--- config.mk ---
export PLATFORM = sky130hd
export DESIGN_NAME = l2_vec_packer
export DESIGN_NICKNAME = d
export VERILOG_FILES = /design/src/rtl/l2_pkg.sv /design/src/rtl/l2_beat_fifo2.sv /design/src/rtl/l2_vec_packer.sv
export SDC_FILE = /design/constraint.sdc
export NUM_CORES = 1
export LEC_CHECK = 0
export ABC_CLOCK_PERIOD_IN_PS = 11000
export CORE_UTILIZATION = 57
export DETAILED_ROUTE_END_ITERATION = 12
export PLACE_DENSITY_LB_ADDON = 0.05
export SYNTH_ARGS = -nofsm -noshare
export SYNTH_HDL_FRONTEND = slang
export SYNTH_SLANG_ARGS = --single-unit
--- constraint.sdc ---
create_clock -name clock -period 11 [get_ports clock]
set_input_delay 2.2 -clock clock [delete_from_list [all_inputs] [get_ports clock]]
set_output_delay 2.2 -clock clock [all_outputs]
set_load 0.01 [all_outputs]
--- src/rtl/l2_pkg.sv ---
// Shared types and constants for the L2-norm vector packer.
package l2_pkg;

    localparam int ELEM_W = 16;
    localparam int LANES  = 4;
    localparam int DATA_W = 64;
    localparam int KEEP_W = DATA_W / 8;

    typedef enum logic {
        ST_IDLE,
        ST_FILL
    } pack_state_e;

    typedef struct packed {
        logic [DATA_W-1:0] data;
        logic [KEEP_W-1:0] keep;
        logic              user;
        logic              last;
    } beat_t;

    // Contiguous byte-enable prefix covering the first nlanes lanes.
    function automatic logic [KEEP_W-1:0] keep_mask(input int unsigned nlanes);
        logic [KEEP_W-1:0] m;
        m = '0;
        for (int unsigned b = 0; b < KEEP_W; b++) begin
            if (b < nlanes * (ELEM_W / 8)) begin
                m[b] = 1'b1;
            end
        end
        return m;
    endfunction

endpackage

--- src/rtl/l2_beat_fifo2.sv ---
// Two-entry beat FIFO; head entry is held in its own register so outputs come straight from flops.
module l2_beat_fifo2
    import l2_pkg::*;
(
    input  logic        clk_i,
    input  logic        rst_i,
    input  logic        push_i,
    input  beat_t       din_i,
    input  logic        pop_i,
    output beat_t       head_o,
    output logic [1:0]  count_o,
    output logic        full_o,
    output logic        empty_o
);

    beat_t      head_q, head_d;
    beat_t      tail_q, tail_d;
    logic [1:0] count_q, count_d;
    logic       do_pop, do_push;

    always_comb begin
        head_d  = head_q;
        tail_d  = tail_q;
        count_d = count_q;
        do_pop  = pop_i && (count_q != 2'd0);
        do_push = push_i && ((count_q != 2'd2) || do_pop);
        unique case ({do_push, do_pop})
            2'b10: begin
                if (count_q == 2'd0) begin
                    head_d = din_i;
                end else begin
                    tail_d = din_i;
                end
                count_d = count_q + 2'd1;
            end
            2'b01: begin
                head_d  = tail_q;
                count_d = count_q - 2'd1;
            end
            2'b11: begin
                // Occupancy unchanged: new beat lands behind whatever stays.
                if (count_q == 2'd1) begin
                    head_d = din_i;
                end else begin
                    head_d = tail_q;
                    tail_d = din_i;
                end
            end
            default: ;
        endcase
    end

    always_ff @(posedge clk_i or posedge rst_i) begin
        if (rst_i) begin
            head_q  <= '0;
            tail_q  <= '0;
            count_q <= '0;
        end else begin
            head_q  <= head_d;
            tail_q  <= tail_d;
            count_q <= count_d;
        end
    end

    assign head_o  = head_q;
    assign count_o = count_q;
    assign full_o  = (count_q == 2'd2);
    assign empty_o = (count_q == 2'd0);

endmodule

--- src/rtl/l2_vec_packer.sv ---
// Packs a stream of signed elements into framed 64-bit AXIS beats (tuser/tlast/tkeep) per vector.
module l2_vec_packer
    import l2_pkg::*;
#(
    parameter int ELEM_W = l2_pkg::ELEM_W,
    parameter int LANES  = l2_pkg::LANES,
    parameter int LEN_W  = 16
)(
    input  logic              clock,
    input  logic              reset,
    input  logic [LEN_W-1:0]  cfg_len,
    input  logic [ELEM_W-1:0] s_elem_tdata,
    input  logic              s_elem_tvalid,
    output logic              s_elem_tready,
    output logic [63:0]       m_tdata,
    output logic              m_tvalid,
    input  logic              m_tready,
    output logic              m_tuser,
    output logic [7:0]        m_tkeep,
    output logic              m_tlast,
    output logic              busy,
    output logic              err_len
);

    localparam int LANE_IW = (LANES > 1) ? $clog2(LANES) : 1;

    if (ELEM_W * LANES != DATA_W) begin : g_bad_geometry
        $error("ELEM_W*LANES must equal 64");
    end

    pack_state_e        state_q, state_d;
    logic [LEN_W-1:0]   len_q, len_d;
    logic [LEN_W-1:0]   cnt_q, cnt_d;
    logic [LANE_IW-1:0] lane_q, lane_d;
    logic [DATA_W-1:0]  asm_q, asm_d;
    logic               err_q, err_d;
    logic               en_q;

    logic               accept, vec_end, beat_done;
    logic [LEN_W-1:0]   cur_len;
    logic [DATA_W-1:0]  beat_data;
    beat_t              push_beat, head;
    logic [1:0]         fcount;
    logic               ffull, fempty;

    assign accept = s_elem_tvalid && s_elem_tready;

    always_comb begin
        // In IDLE the incoming element starts a vector, so frame it with the live cfg_len.
        cur_len = len_q;
        if (state_q == ST_IDLE) begin
            cur_len = (cfg_len == '0) ? LEN_W'(1) : cfg_len;
        end
        vec_end   = ((cnt_q + LEN_W'(1)) == cur_len);
        beat_done = accept && ((lane_q == LANE_IW'(LANES - 1)) || vec_end);

        beat_data = asm_q;
        beat_data[lane_q * ELEM_W +: ELEM_W] = s_elem_tdata;

        push_beat.data = beat_data;
        push_beat.keep = keep_mask(32'(lane_q) + 32'd1);
        push_beat.user = (cnt_q < LEN_W'(LANES));
        push_beat.last = vec_end;

        state_d = state_q;
        len_d   = len_q;
        cnt_d   = cnt_q;
        lane_d  = lane_q;
        asm_d   = asm_q;
        err_d   = 1'b0;

        if (accept) begin
            len_d = cur_len;
            err_d = (state_q == ST_IDLE) && (cfg_len == '0);
            if (vec_end) begin
                state_d = ST_IDLE;
                cnt_d   = '0;
                lane_d  = '0;
                asm_d   = '0;
            end else begin
                state_d = ST_FILL;
                cnt_d   = cnt_q + LEN_W'(1);
                lane_d  = beat_done ? '0 : lane_q + LANE_IW'(1);
                asm_d   = beat_done ? '0 : beat_data;
            end
        end
    end

    always_ff @(posedge clock or posedge reset) begin
        if (reset) begin
            state_q <= ST_IDLE;
            len_q   <= '0;
            cnt_q   <= '0;
            lane_q  <= '0;
            asm_q   <= '0;
            err_q   <= 1'b0;
            en_q    <= 1'b0;
        end else begin
            state_q <= state_d;
            len_q   <= len_d;
            cnt_q   <= cnt_d;
            lane_q  <= lane_d;
            asm_q   <= asm_d;
            err_q   <= err_d;
            en_q    <= 1'b1;
        end
    end

    l2_beat_fifo2 u_fifo (
        .clk_i   (clock),
        .rst_i   (reset),
        .push_i  (beat_done && !ffull),
        .din_i   (push_beat),
        .pop_i   (m_tvalid && m_tready),
        .head_o  (head),
        .count_o (fcount),
        .full_o  (ffull),
        .empty_o (fempty)
    );

    assign s_elem_tready = en_q && (fcount <= 2'd1);
    assign m_tvalid      = !fempty;
    assign m_tdata       = head.data;
    assign m_tkeep       = head.keep;
    assign m_tuser       = head.user;
    assign m_tlast       = head.last;
    assign busy          = (state_q == ST_FILL);
    assign err_len       = err_q;

endmodule
==> impl_metrics.yaml, run 1 <==
power:
  power.leakage_nw: 6.00
  maximum_ir_drop_on_the_vdd_rail_uv: 182
  powerDensity_nw_per_um2: 258
  total_power_mw: 3.51
flow_run:
  max_cap_violations: 0
drt:
  totalWireLength_mm: 27.3
  drc: 0
  drtPass1Iterations: 5
  post_drt_wl_per_cell_um: 18.1
  detail_route.iter0.violations: 621
  ant_nets: 0
  post_drt_via_cell_ratio: 5.72
  route.vias.total: 8660
clock_network:
  clock_tree.buffer_depth: 3
  cts_tree: "built"
  htreeDepth: 1
  post_cts_buffers: 0
  cts.sink_count: 243
  cts-buffers-inserted: 26
  clk_transition_reported_paths_ns: 0.06
  root_buffer_master: "sky130_fd_sc_hd__clkbuf_16"
  ctsHoldBuffers: 0
  clk_latency_ns: 0.54
  post_cts_resize_count: 0
timing:
  finalSetupTns_ns: 0
  fin_crit_ns: 6.46
  tightest_slew_ns: 1.17
  grt_setup_unrepaired: "no"
  achievable-frequency_ghz: 0.155
  final-max-slew-violation-count: 0
  worst_slew_margin_rel_pct: 21.8
  finalSetupViolations: 0
  skew_ns: 0.0212
  hold_viol_final: 0
  post-route-period-util_pct: 58.7
global_routing:
  grtUsageMet3_pct: 4.07
  gr-usage-all-layers_pct: 27.7
  gr_met1_demand_resource_pct: 40.7
  grt_antenna_before_repair: 0
  wire_length_of_the_first_global_routing_pass_mm: 44.3
  first_global_vias: 8217
  met2_capacity_usage_during_global_routing_pct: 42.0
  grt_max_degree: 122
  busiest_layer: "met2"
  gr-total-overflow: 0
floorplanning:
  die-width_um: 144
  dieHeight_um: 144
  design.die.area_sq_um: 20600
  num_rows: 51
  design.core.area_sq_um: 19600
  floorplan.initialDensity_pct: 58.4
  top_level_ports: 114
placed_design:
  place_area_sq_um: 12600
  routabilityCongestion: 0.858
  dp_hpwl_mm: 16.6
  io_buffer_count: 113
synthesis:
  synth.net_count: 1205
  number_of_flops_mapped_to_enable_cells_by_yosys: 0
  synth-async-reset-ratio_pct: 100
  avgSynthCellArea_sq_um: 9.90
  cell_area_after_synthesis_sq_um: 11400
  synth-warning-count: 0
  seq_area_frac_synth_pct: 53.2
  synthesis.instances: 1155
  synth_cell_types: 44
  postSynthRegisterBits: 243
  synth_ff_type: "sky130_fd_sc_hd__dfrtp_1"
finish:
  post_route_cells_drive_above_1_share_pct: 7.05
  final_nets: 1278
  areaGrowthSynthToFinish_pct: 18.8
  layout_common_cells: "sky130_fd_sc_hd__dfrtp_1 (243), sky130_fd_sc_hd__nand2_1 (224), sky130_fd_sc_hd__o21ai_0 (216)"
  multi_input_area_sq_um: 4940
  final_cell_area_sq_um: 13600
  fill_cells: 1551
  antennaDiodeCount: 0
  final_common_cell: "sky130_fd_sc_hd__dfrtp_1"
  layout.area.seq_sq_um: 6080
worst_setup_path:
  setup.worst_path.class: "input pin to flop"
  end_kind: "flop"
  worstPathRequired_ns: 11.43
  worst-endpoint-arrival_ns: 6.89
  crit_fanout: 121
  timing.critical_path.from_type: "input pin"
run_status:
  outcome: "finished clean"
min_path:
  worstHoldPathType: "flop to flop"
## synth_stat cells (all sizes together), types with 7 or more instances
library cell  number  area (sq um)
mux2              85           957
clkbuf            63           236
buf               17           151
nand3             10          50.1
inv               14          52.6
dfrtp            243          6080
nand2            225           845
ha                14           175
nor4              13           100
xnor2             22           193
nor2b             69           432
nor3              12          65.1
a22o               7          61.3
a21oi             77           389
nor2              11          41.3
mux2i             17           183
o21ai            216          1080
## per-stage QoR
stage | utilization, % | cells | setup WS [ns] | hold WS, ns
final | 69.3 | 1513 | 4.54 | 0.472
after CTS | 69.3 | 1513 | 4.54 | 0.476
after global routing | 69.3 | 1513 | 4.10 | 0.494
after detailed placement | 64.5 | 1465 | 4.00 | 0.462
after floorplan | - | 1155 | 2.13 | 0.442
after global placement | 64.5 | 1465 | 4.10 | 0.454
## state kept, by name, indices dropped and copies added (netlist names)
signal,flops
u_fifo.tail_q,70
asm_q,64
busy,1
len_q,16
err_len,1
cnt_q,16
u_fifo.count_o,2
lane_q,2
en_q,1
u_fifo.head_o,70
## cells by family (layout without fill, tap and decap cells)
family          after synthesis  count (layout)  share of synthesized area (%)
simple gates                355             355                           14.4
compound gates              319             319                           15.0
flops                       243             243                           53.2
mux                         102             102                           9.97
buf+inv                      94             187                           3.85
xor+xnor                     27              27                           2.07
fa+ha+maj                    14              14                           1.53
other cells                   1               1                         0.0328
## power by group
| part | total (mW) | internal (mW) | switching, mW |
|---|---|---|---|
| Clock | 0.956 | 0.592 | 0.364 |
| Combinational | 1.19 | 0.537 | 0.650 |
| Sequential | 1.36 | 1.19 | 0.177 |
## per-layer routing
| metal | wire [um] | part of all wire [%] | vias to the layer above |
|---|---|---|---|
| li1 | - | - | 4092 |
| met5 | 0 | 0 | - |
| met2 | 12300 | 45 | 242 |
| met4 | 745 | 2.7 | 0 |
| met1 | 12700 | 46 | 4272 |
| met3 | 1560 | 5.7 | 54 |
## area by class of cell
class	instances	area share, %
flip-flops and latches	243	44.8
repair buffers	125	8.99
multi-input cells	818	36.4
clock inverters	13	1.48
well taps	265	2.44
clock buffers	35	5.48
inverters	14	0.442
## critical path, stage by stage
cell	delay, ns
sky130_fd_sc_hd__clkdlybuf4s50_1	0.45
sky130_fd_sc_hd__nor4_1	0.42
sky130_fd_sc_hd__nand4_1	0.21
sky130_fd_sc_hd__a21oi_1	0.24
sky130_fd_sc_hd__xnor2_1	0.16
sky130_fd_sc_hd__nor3_2	0.10
sky130_fd_sc_hd__a21oi_2	0.25
sky130_fd_sc_hd__or3_1	0.17
sky130_fd_sc_hd__inv_1	0.06
sky130_fd_sc_hd__ha_1	0.25
sky130_fd_sc_hd__o211ai_1	0.95
sky130_fd_sc_hd__buf_4	0.97
sky130_fd_sc_hd__mux2_2	0.41
## final timing paths
path | from | endpoint | slack (ns) | depth (start not counted)
max | cfg_len[13] | u_fifo.tail_q[8] | 4.54 | 13
min | asm_q[16] | asm_q[16] | 0.47 | 2
max reg2reg | busy | u_fifo.tail_q[8] | 5.69 | 13
min reg2reg | asm_q[16] | asm_q[16] | 0.47 | 2
max in group asynchronous | reset | asm_q[10] | 7.37 | 3
min in group asynchronous | reset | u_fifo.head_o[8] | 2.17 | 2
(Power assumes the default switching activity.)
==> inputs of run 2 (changes only) <==
ABC_CLOCK_PERIOD_IN_PS = 6350   (was 11000)
clock period = 6.35 ns   (was 11 ns; I/O delays follow)
==> run 2 against run 1 <==
Compared with the run above:
- routed wire length up 1.0%
- cell count down 0.40%
- clock skew down 0.013 ns
- combinational power up 74%
- via count down 0.72%
- count of clock-buffer cells in the layout up 3
- power up 66%
- critical path type unchanged
- worst setup slack worse by 2.9 ns
- critical path depth up 3
- die area unchanged
- first-iteration DRC count up 6.4%
- highest routed layer unchanged
- non-clock buffer count up 2
==> impl_metrics.yaml, run 2 (synthesized netlist as in run 1, its figures left out) <==
run_status:
  outcome: "finished clean"
power:
  power.leakage_nw: 5.93
  powerDensity_nw_per_um2: 434
  maximum_ir_drop_on_the_vdd_rail_uv: 272
finish:
  layout_common_cells: "sky130_fd_sc_hd__dfrtp_1 (243), sky130_fd_sc_hd__nand2_1 (224), sky130_fd_sc_hd__o21ai_0 (216)"
  final_core_util_pct: 68.6
  final_common_cell: "sky130_fd_sc_hd__dfrtp_1"
  areaGrowthSynthToFinish_pct: 17.6
  final_nets: 1280
  fill_cells: 1564
  antennaDiodeCount: 0
  post_route_cells_drive_above_1_share_pct: 6.28
timing:
  post-route-period-util_pct: 74.9
  grt_setup_unrepaired: "no"
  finalSetupViolations: 0
  finalSetupTns_ns: 0
  achievable-frequency_ghz: 0.210
  final-max-slew-violation-count: 0
  fin_crit_ns: 4.76
  skew_ns: 0.00797
  worst_slew_margin_rel_pct: 31.5
  tightest_slew_ns: 1.02
  hold_viol_final: 0
drt:
  detail_route.iter0.violations: 661
  post_drt_via_cell_ratio: 5.71
  route.vias.total: 8598
  met2_wirelength_mm: 12.7
  top_layer: "met4"
  drtPass1Iterations: 5
  drc: 0
  post_drt_wl_per_cell_um: 18.3
  totalWireLength_mm: 27.6
  route.met3.wl_mm: 1.46
  wl_met1_mm: 12.6
  ant_nets: 0
floorplanning:
  die-width_um: 144
  floorplan.initialDensity_pct: 58.4
  design.core.area_sq_um: 19600
  num_rows: 51
  design.die.area_sq_um: 20600
  top_level_ports: 114
  dieHeight_um: 144
placed_design:
  routabilityCongestion: 0.881
  dp_hpwl_mm: 17.1
  io_buffer_count: 113
clock_network:
  cts.sink_count: 243
  htreeDepth: 1
  clk_transition_reported_paths_ns: 0.06
  clk_latency_ns: 0.53
  cts_tree: "built"
  clock_tree.buffer_depth: 3
  post_cts_resize_count: 0
  post_cts_buffers: 0
  cts-buffers-inserted: 26
  ctsHoldBuffers: 0
  root_buffer_master: "sky130_fd_sc_hd__clkbuf_16"
worst_setup_path:
  critPathLaunch: "cfg_len[13]"
  timing.critical_path.from_type: "input pin"
  reg2regPathDepth: 15
  ordered_list_of_cells_on_the_worst_path: "clkdlybuf4s50_1 > nor4_1 > nand4_1 > a21oi_1 > xnor2_1 > nor3_2 > a21oi_2 > or3_1 > inv_1 > ha_1 > a21oi_1 > nor2_4 > buf_4 > nand2_1 > o21ai_0 > mux2_1"
  worst-endpoint-arrival_ns: 5.22
  critical-path-top-delay-family: "simple AND/OR/NAND/NOR gates"
  critPathSlowestCell: "sky130_fd_sc_hd__nor4_1"
  end_kind: "flop"
  r2r_end: "u_fifo.head_o[24]"
  worstPathRequired_ns: 6.82
  cpPeakStageDelay_ns: 0.46
  cell_depth_of_the_worst_setup_path: 16
  cp-endpoint: "u_fifo.head_o[24]"
  setup.worst_path.class: "input pin to flop"
  crit_fanout: 32
  crit_top_cell: "sky130_fd_sc_hd__a21oi_1"
  timing.critical_path.buf_inv: 3
  reg2reg_setup_slack_ns: 1.74
  worstReg2RegStart: "busy"
global_routing:
  wire_length_of_the_first_global_routing_pass_mm: 44.4
  gr-usage-all-layers_pct: 27.8
  grt_antenna_before_repair: 0
  grt_max_degree: 180
  first_global_vias: 8318
  gr-total-overflow: 0
flow_run:
  max_cap_violations: 0
min_path:
  worstHoldPathType: "flop to flop"
==> run 2: changes by cell type in the layout (fill, tap and decap cells not counted), sizes merged <==
cell / before / now
bufinv: 5 / 0
clkbuf: 35 / 38
inv: 14 / 13
buf: 12 / 14
clkinv: 8 / 2
clkinvlp: 0 / 1
==> run 2: worst min path at each step <==
stage / from / end / cells after the start
after CTS: asm_q[56] / asm_q[56] / 2
final: asm_q[39] / asm_q[39] / 2
after global placement: asm_q[52] / asm_q[52] / 2
after detailed placement: asm_q[1] / asm_q[1] / 2
after floorplan: asm_q[0] / asm_q[0] / 2
after global routing: u_fifo.tail_q[3] / u_fifo.tail_q[3] / 1
==> run 2: power by group <==
group / total, mW / switching, mW / internal (mW)
combinational: 2.07 / 1.13 / 0.938
clock: 1.39 / 0.589 / 0.802
sequential: 2.38 / 0.322 / 2.06
==> run 2: metal layers <==
| layer | up-vias | track usage, % |
|---|---|---|
| li1 | 4101 | - |
| met1 | 4237 | 39.4 |
| met2 | 208 | 43.7 |
| met3 | 52 | 4.60 |
| met4 | 0 | 8.96 |
| met5 | - | 0 |
==> run 2: final cells by class <==
type | instances | area (sq um) | share of cell area (%)
Sequential cell | 243 | 6080 | 45.2
Timing Repair Buffer | 127 | 1260 | 9.38
Clock inverter | 2 | 21.3 | 0.158
Clock buffer | 38 | 746 | 5.55
Inverter | 14 | 56.3 | 0.419
Tap cell | 265 | 332 | 2.47
Multi-Input combinational cell | 818 | 4950 | 36.8
==> run 2: metrics by stage <==
step | total power, mW | std cells | setup slack [ns] | hold WS, ns | instance area [sq um]
after floorplan | 3.70 | 1155 | 1.89 | 0.442 | 11400
after global placement | 4.40 | 1467 | 1.26 | 0.453 | 12700
after detailed placement | 4.47 | 1467 | 1.11 | 0.463 | 12700
after CTS | 5.88 | 1507 | 1.62 | 0.476 | 13400
after global routing | 6.21 | 1507 | 1.26 | 0.489 | 13400
final | 5.84 | 1507 | 1.59 | 0.470 | 13400
==> run 2: worst min-delay path, cell delays in order (launching register included) <==
cell and delay (ns):
sky130_fd_sc_hd__dfrtp_1 0.33, sky130_fd_sc_hd__nand2_1 0.04, sky130_fd_sc_hd__o21ai_0 0.06
